### config.mk
export PLATFORM = sky130hd
export DESIGN_NAME = branch_predictor
export DESIGN_NICKNAME = d
export VERILOG_FILES = /design/src/rtl/branch_predictor.sv
export SDC_FILE = /design/constraint.sdc
export NUM_CORES = 1
export LEC_CHECK = 0
export BUFFER_PORTS_ARGS = -buffer_cell sky130_fd_sc_hd__buf_2
export CAP_MARGIN = 40
export CORE_ASPECT_RATIO = 0.7
export CORE_MARGIN = 2
export CORE_UTILIZATION = 30
export CTS_BUF_LIST = sky130_fd_sc_hd__clkbuf_8
export CTS_CLUSTER_SIZE = 14
export DETAILED_ROUTE_END_ITERATION = 8
export PLACE_DENSITY = 0.47
export RECOVER_POWER = 100
export SYNTH_ARGS = -nofsm -noshare
export SYNTH_HDL_FRONTEND = slang
export SYNTH_SLANG_ARGS = --single-unit
### constraint.sdc
create_clock -name clk -period 11.7 [get_ports clk]
set_clock_uncertainty 0.2 [all_clocks]
set_input_delay 2.34 -clock clk [delete_from_list [all_inputs] [get_ports clk]]
set_output_delay 2.34 -clock clk [all_outputs]
set_load 0.01 [all_outputs]
### src/rtl/branch_predictor.sv
// Branch target buffer with saturating-counter direction prediction for the 5-stage pipe.
// Define BRANCH_PREDICT_STATS_EN to add the stat_updates / stat_mispredicts counters.
module branch_predictor #(
    parameter int ENTRIES      = 16,
    parameter int COUNTER_BITS = 2
) (
    input  logic        clk,
    input  logic        rst,
    input  logic [31:0] if__pc,
    input  logic        if__stall,
    input  logic        mb__update,
    input  logic [31:0] mb__pc,
    input  logic        mb__taken,
    input  logic [31:0] mb__target,
    input  logic        mb__mispredict,
    output logic        if_id__predict_taken,
    output logic [31:0] if_id__predict_target
`ifdef BRANCH_PREDICT_STATS_EN
    ,
    output logic [31:0] stat_updates,
    output logic [31:0] stat_mispredicts
`endif
);

    localparam int IDX   = $clog2(ENTRIES);
    localparam int TAG_W = 30 - IDX;
    localparam logic [COUNTER_BITS-1:0] CTR_MAX  = '1;
    localparam logic [COUNTER_BITS-1:0] CTR_WEAK = COUNTER_BITS'(1) << (COUNTER_BITS - 1);

    function automatic logic [COUNTER_BITS-1:0] sat_inc(input logic [COUNTER_BITS-1:0] c);
        return (c == CTR_MAX) ? c : c + 1'b1;
    endfunction

    function automatic logic [COUNTER_BITS-1:0] sat_dec(input logic [COUNTER_BITS-1:0] c);
        return (c == '0) ? c : c - 1'b1;
    endfunction

    logic [ENTRIES-1:0]      valid_q, valid_d;
    logic [TAG_W-1:0]        tag_q    [ENTRIES];
    logic [TAG_W-1:0]        tag_d    [ENTRIES];
    logic [31:0]             target_q [ENTRIES];
    logic [31:0]             target_d [ENTRIES];
    logic [COUNTER_BITS-1:0] ctr_q    [ENTRIES];
    logic [COUNTER_BITS-1:0] ctr_d    [ENTRIES];

    logic                    pred_taken_q, pred_taken_d;
    logic [31:0]             pred_target_q, pred_target_d;

    logic [IDX-1:0]          lk_idx;
    logic [TAG_W-1:0]        lk_tag;
    logic                    lk_hit;
    logic                    lk_taken;
    logic [31:0]             lk_target;

    logic [IDX-1:0]          up_idx;
    logic [TAG_W-1:0]        up_tag;
    logic                    up_hit;

    // Lookup reads the table as it stands before this edge's update (read-before-write).
    always_comb begin
        lk_idx    = if__pc[IDX+1:2];
        lk_tag    = if__pc[31:IDX+2];
        lk_hit    = valid_q[lk_idx] && (tag_q[lk_idx] == lk_tag);
        lk_taken  = lk_hit && ctr_q[lk_idx][COUNTER_BITS-1];
        lk_target = lk_taken ? target_q[lk_idx] : if__pc + 32'd4;
    end

    always_comb begin
        pred_taken_d  = pred_taken_q;
        pred_target_d = pred_target_q;
        if (!if__stall) begin
            pred_taken_d  = lk_taken;
            pred_target_d = lk_target;
        end
    end

    always_comb begin
        valid_d  = valid_q;
        tag_d    = tag_q;
        target_d = target_q;
        ctr_d    = ctr_q;
        up_idx   = mb__pc[IDX+1:2];
        up_tag   = mb__pc[31:IDX+2];
        up_hit   = valid_q[up_idx] && (tag_q[up_idx] == up_tag);
        if (mb__update) begin
            if (up_hit) begin
                if (mb__taken) begin
                    ctr_d[up_idx]    = sat_inc(ctr_q[up_idx]);
                    target_d[up_idx] = mb__target;
                end else begin
                    ctr_d[up_idx]    = sat_dec(ctr_q[up_idx]);
                end
            end else if (mb__taken) begin
                // Taken miss: allocate weakly taken, evicting any aliasing occupant.
                valid_d[up_idx]  = 1'b1;
                tag_d[up_idx]    = up_tag;
                target_d[up_idx] = mb__target;
                ctr_d[up_idx]    = CTR_WEAK;
            end
        end
    end

    always_ff @(posedge clk) begin
        if (rst) begin
            valid_q       <= '0;
            pred_taken_q  <= 1'b0;
            pred_target_q <= 32'd0;
            for (int i = 0; i < ENTRIES; i++) begin
                ctr_q[i] <= '0;
            end
        end else begin
            valid_q       <= valid_d;
            pred_taken_q  <= pred_taken_d;
            pred_target_q <= pred_target_d;
            ctr_q         <= ctr_d;
        end
    end

    // Tag and target are only meaningful behind a valid bit, so they carry no reset.
    always_ff @(posedge clk) begin
        if (!rst) begin
            tag_q    <= tag_d;
            target_q <= target_d;
        end
    end

    assign if_id__predict_taken  = pred_taken_q;
    assign if_id__predict_target = pred_target_q;

`ifdef BRANCH_PREDICT_STATS_EN
    logic [31:0] stat_updates_q, stat_updates_d;
    logic [31:0] stat_mispredicts_q, stat_mispredicts_d;

    always_comb begin
        stat_updates_d     = stat_updates_q;
        stat_mispredicts_d = stat_mispredicts_q;
        if (mb__update) begin
            stat_updates_d = stat_updates_q + 32'd1;
            if (mb__mispredict) begin
                stat_mispredicts_d = stat_mispredicts_q + 32'd1;
            end
        end
    end

    always_ff @(posedge clk) begin
        if (rst) begin
            stat_updates_q     <= 32'd0;
            stat_mispredicts_q <= 32'd0;
        end else begin
            stat_updates_q     <= stat_updates_d;
            stat_mispredicts_q <= stat_mispredicts_d;
        end
    end

    assign stat_updates     = stat_updates_q;
    assign stat_mispredicts = stat_mispredicts_q;
`endif

endmodule

# --- Yosys cells after proc, flatten, opt, wreduce, memory -nomap -nowiden ---
# Index checks and enable logic that the tools add are counted.
totals:
  register_bits: 1009
  inputBits: 102
  output_inout_bits: 33
  elab_cells: 119
op_classes:
  add_sub_neg: 3
  magnitude_cmp: 6
  eq_ne: 3
  n_mux: 37
  bitwise: 8
  n_reduce_logical: 11
ops:
  columns: ["operator", "count"]
  rows:
  - ["$bwmux 512", 1]
  - ["$bwmux 416", 1]
  - ["$mux 32", 7]
  - ["$bmux 26 s4", 2]
  - ["$mux 26", 5]
  - ["$bmux 32 s4", 1]
  - ["$demux 32 s4", 1]
  - ["$demux 26 s4", 1]
  - ["$bwmux 32", 2]
  - ["$eq 26x26->1", 2]
  - ["$add 32x3->32 const B", 1]
  - ["$or 16x16->16", 2]
  - ["$and 16x16->16", 1]
  - ["$bmux 2 s4", 2]
  - ["$not 16->16", 1]
  - ["$mux 2", 7]
  - ["$ge 5x5->1 const B", 2]
  - ["$lt 4x5->1 const B", 2]
  - ["$not 4->5", 2]
  - ["$bmux 1 s4", 2]
  - ["$demux 2 s4", 1]
  - ["$reduce_and 3->1", 2]
  - ["$logic_and 1x1->1", 5]
  - ["$lt 5x1->1 const B", 1]
  - ["other kinds (11)", 14]

# --- Logic depth before layout (Yosys ltp) ---
logic_depth:
  word_depth: 9
  mapped_depth: 15
  ltp_nobuf: 9

# --- Least setup slack after synthesis ---
# No wires, ideal clock.
synth_path:
  kind: "input port to flip-flop"
  from: "input port mb__pc[5]"
  to: "register tag_q[104] in the netlist's numbering (enable)"
  setup_ns: 0.444
  arrival_time_ns: 6.484
  t_required_ns: 11.056
  path_slack_ns: 4.572
  path_stages: 13
  path_buffers: 5
  path_cell_list: "buf_2 -> buf_2 -> buf_2 -> buf_1 -> mux4_2 -> mux2i_1 -> mux2i_1 -> xnor2_1 -> and3_1 -> nand4_1 -> nor3_4 -> buf_2 -> nor3_1"
synth_between:
  elab_chain_cells: 8
  word_cells_on_any_way: 10
  cone_classes: "eq/ne (1); mux (5); bitwise (2); reduce/logical (2)"
synth_lines:
  columns: ["element", "line_no", "source"]
  rows:
  - ["start, declared", "12", "input logic [31:0] mb__pc,"]
  - ["$not 4->5 (implied by the code)", "84", "up_hit = valid_q[up_idx] && (tag_q[up_idx] == up_tag);"]
  - ["$bmux 26 s4", "84", null]
  - ["$mux 26 (implied by the code) (2 in series)", "84", null]
  - ["$eq 26x26->1", "84", null]
  - ["$logic_and 1x1->1 (*)", "84", null]
  - ["$not 1->1 (no line) (*)", null, null]
  - ["$reduce_and 4->1 (no line) (*)", null, null]
  - ["end signal, assigned", "122", "tag_q <= tag_d;"]
  - ["end, declared", "39", "logic [TAG_W-1:0] tag_q [ENTRIES];"]
# Mark *: on every way between the ends. The rest lies on a longest branch, timed or not. The select of a mux whose other input is x is not followed.
# A chain may end at the register's enable or synchronous reset.

# --- Final worst setup path ---
layout_path:
  from: "input port mb__pc[5]"
  to: "register tag_q[60] in the netlist's numbering (enable)"
# Same word-level chain as after synthesis.

==> impl_metrics.py <==
metrics = {
    "sta": {
        "drv_slew": 645,
        "setup_violations": 0,
        "fmax_mhz": 110.1,
        "final-hold-violation-count": 0,
        "period_share_pct": 77.65,
        "period_needed_ns": 9.085,
        "rsz0062_at_grt": "no",
        "worst_pin_slew_ns": 3.645,
        "slew_headroom_pct": -143.0,
        "tns_ns": 0,
    },
    "critical_path": {
        "crit_type": "primary input to flop",
        "crit_fanout": 52,
        "cp-start-kind": "primary input",
        "end_kind": "flop",
        "required_ns": 11.89,
        "arrival_ns": 9.28,
    },
    "clock_tree": {
        "cts_root_buffer": "clkbuf_8",
        "h-tree-depth": 4,
        "cts_resized": 0,
        "holdBufCountCts": 0,
        "clk_pin_slew_ns": 0.06,
        "clock_latency_ns": 0.92,
        "cts_buffers": 164,
        "tritoncts": "yes",
        "cts_setup_buffers": 0,
        "clock_path_buffers": 3,
        "numClockSinks": 1009,
    },
    "hold_path": {
        "min_path_type": "flop to flop",
    },
    "cells_and_area": {
        "final_cells": 4703,
        "drive_above_1_share_pct": 25.21,
        "final_cell_mix": "928 x edfxtp_1, 340 x mux4_2, 188 x mux2i_1",
        "final_common_cell": "edfxtp_1",
        "final_util_pct": 34.44,
        "area_growth_syn_to_layout_pct": 13.64,
        "nets": 2706,
    },
    "detailed_routing": {
        "drt_iter0_markers": 2875,
        "drt_drc_violations_left": 0,
        "met3_wirelength_mm": 9.398,
        "routed_wirelength_mm": 141.0,
        "wl_met1_mm": 62.87,
        "wl_per_cell_um": 29.98,
        "routed.top_layer": "met5",
        "met2_length_mm": 64.77,
        "avgViaCountPerCell": 5.334,
        "drtAntennaViolNets": 0,
        "dr.pass1.iters": 5,
        "vias": 25090,
    },
    "synth": {
        "ys.flop_type": "edfxtp_1",
        "synth_largest_area_cell": "edfxtp_1",
        "yosys-mux-area-fraction_pct": 22.00,
        "synthCells": 2389,
        "async_flop_share_pct": 0,
        "yosys_warnings": 0,
        "synthTopCellsByArea": "edfxtp_1 63%, mux4_2 17%, mux2i_1 4.3%",
        "ys_ff_latch": 1009,
        "postSynthNetCount": 2492,
        "synth_top_family_by_area": "multiplexers",
        "synth_fa_ha_area_share_pct": 0.07354,
        "avgSynthCellArea_um2": 18.52,
        "synth_top_area_share_pct": 63.00,
        "synth_seq_area_share_pct": 66.66,
        "synth-xor-area-share_pct": 1.584,
        "synth_edf_count": 928,
        "synthSimpleGateAreaFrac_pct": 3.949,
        "synthesis.area_mm2": 0.04423,
        "synth_compound_area_share_pct": 3.776,
        "yosysUniqueCellTypes": 73,
    },
    "global_routing": {
        "grt_pass1_vias": 25620,
        "track_usage_pct": 18.43,
        "grt_max_degree": 75,
        "grt_overflow": 0,
        "antenna_found_initial": 17,
        "grt_pass1_wl_mm": 196.9,
    },
    "place": {
        "place.port_buffers": 131,
        "gp_congestion": 0.8841,
        "dp_hpwl_mm": 84.30,
        "place_inst": 4399,
    },
    "status": {
        "failed_checks": "capacitance limit, slew limit",
        "outcome": "complete, but fails checks",
    },
    "floorplanning": {
        "initial_core_util_pct": 30.31,
        "core-area_mm2": 0.1460,
        "die_x_um": 463.0,
        "fp.dieArea_mm2": 0.1506,
        "row_count": 117,
        "io_pins": 135,
        "die_h_um": 325.3,
    },
    "power_and_ir_drop": {
        "ir_worst_vdd_mv": 0.1094,
        "p_leak_nw": 16.41,
        "power_density_mw_per_mm2": 148.8,
    },
    "flow_run": {
        "cap_violations": 19,
    },
}
[layout make-up]
cell class | count | area (um^2)
timing repair buffer | 208 | 1211
fill | 13830 | 95680
tap | 1963 | 2456
multi-input combinational | 1199 | 13990
sequential | 1009 | 29490
clock inverter | 128 | 711.9
antenna | 7 | 17.52
inverter | 21 | 81.33
clock buffer | 168 | 2312
[critical path, cell delays in order]
cell       delay [ns]
buf_4            0.49
clkbuf_1         2.46
buf_4            0.75
mux4_2           0.39
mux2i_1          0.28
a2bb2oi_1        0.18
o211ai_1         0.11
o211ai_1         0.20
or4b_2           0.70
nor3_4           0.14
buf_4            0.36
nor3_1           0.12
clkbuf_1         0.65
[metrics by stage]
step	power (W)	worst slack [ns]	hold slack [ns]	cell area (um^2)
after floorplan	0.004402	4.572	0.2354	44230
after global placement	0.004643	3.489	0.2456	47320
after detailed placement	0.004659	3.805	0.2511	47520
after CTS	0.007568	4.759	0.2587	50540
after global routing	0.007747	2.361	0.2812	50260
final	0.007478	2.615	0.2576	50270
[final timing paths]
kind | cells after the start | slack [ns] | endpoint | start
hold reg to reg | 2 | 0.26 | ctr_q[8] | ctr_q[8]
setup / recovery | 13 | 2.61 | tag_q[60] | mb__pc[5]
hold / removal | 2 | 0.26 | ctr_q[8] | ctr_q[8]
setup reg to reg | 9 | 6.87 | tag_q[60] | tag_q[75]
[cell usage after synthesis, drive strengths merged (25+ instances only)]
cell type,count
xnor2,52
dfxtp,81
mux4,340
edfxtp,928
buf,104
o2111ai,25
clkbuf,56
nand3,38
xor2,28
nor3,36
a211oi,26
nor2,94
nand2,88
mux2i,188
[per-layer routing]
| metal | track usage [%] | vias up |
|---|---|---|
| met5 | 0 | - |
| li1 | - | 10400 |
| met4 | 5.570 | 4 |
| met2 | 28.71 | 1050 |
| met1 | 26.05 | 13390 |
| met3 | 3.600 | 235 |
[sequential cells by signal, indices dropped and copies added, names as in the netlist]
register and count:
if_id__predict_taken 1, if_id__predict_target 32, ctr_q 32, target_q 512, valid_q 16, tag_q 416
[power by group]
group          switching [W]  leakage, nW  internal, W
Clock                0.00148         1.80      0.00142
Sequential         0.0000154         9.01      0.00397
Combinational       0.000374         5.60     0.000224
[kinds of logic after synthesis]
group           after synthesis
flops                      1009
mux                         545
simple gates                355
compound gates              216
buf+inv                     181
xor+xnor                     80
fa+ha+maj                     3
Power figures use the tool's default switching activity.
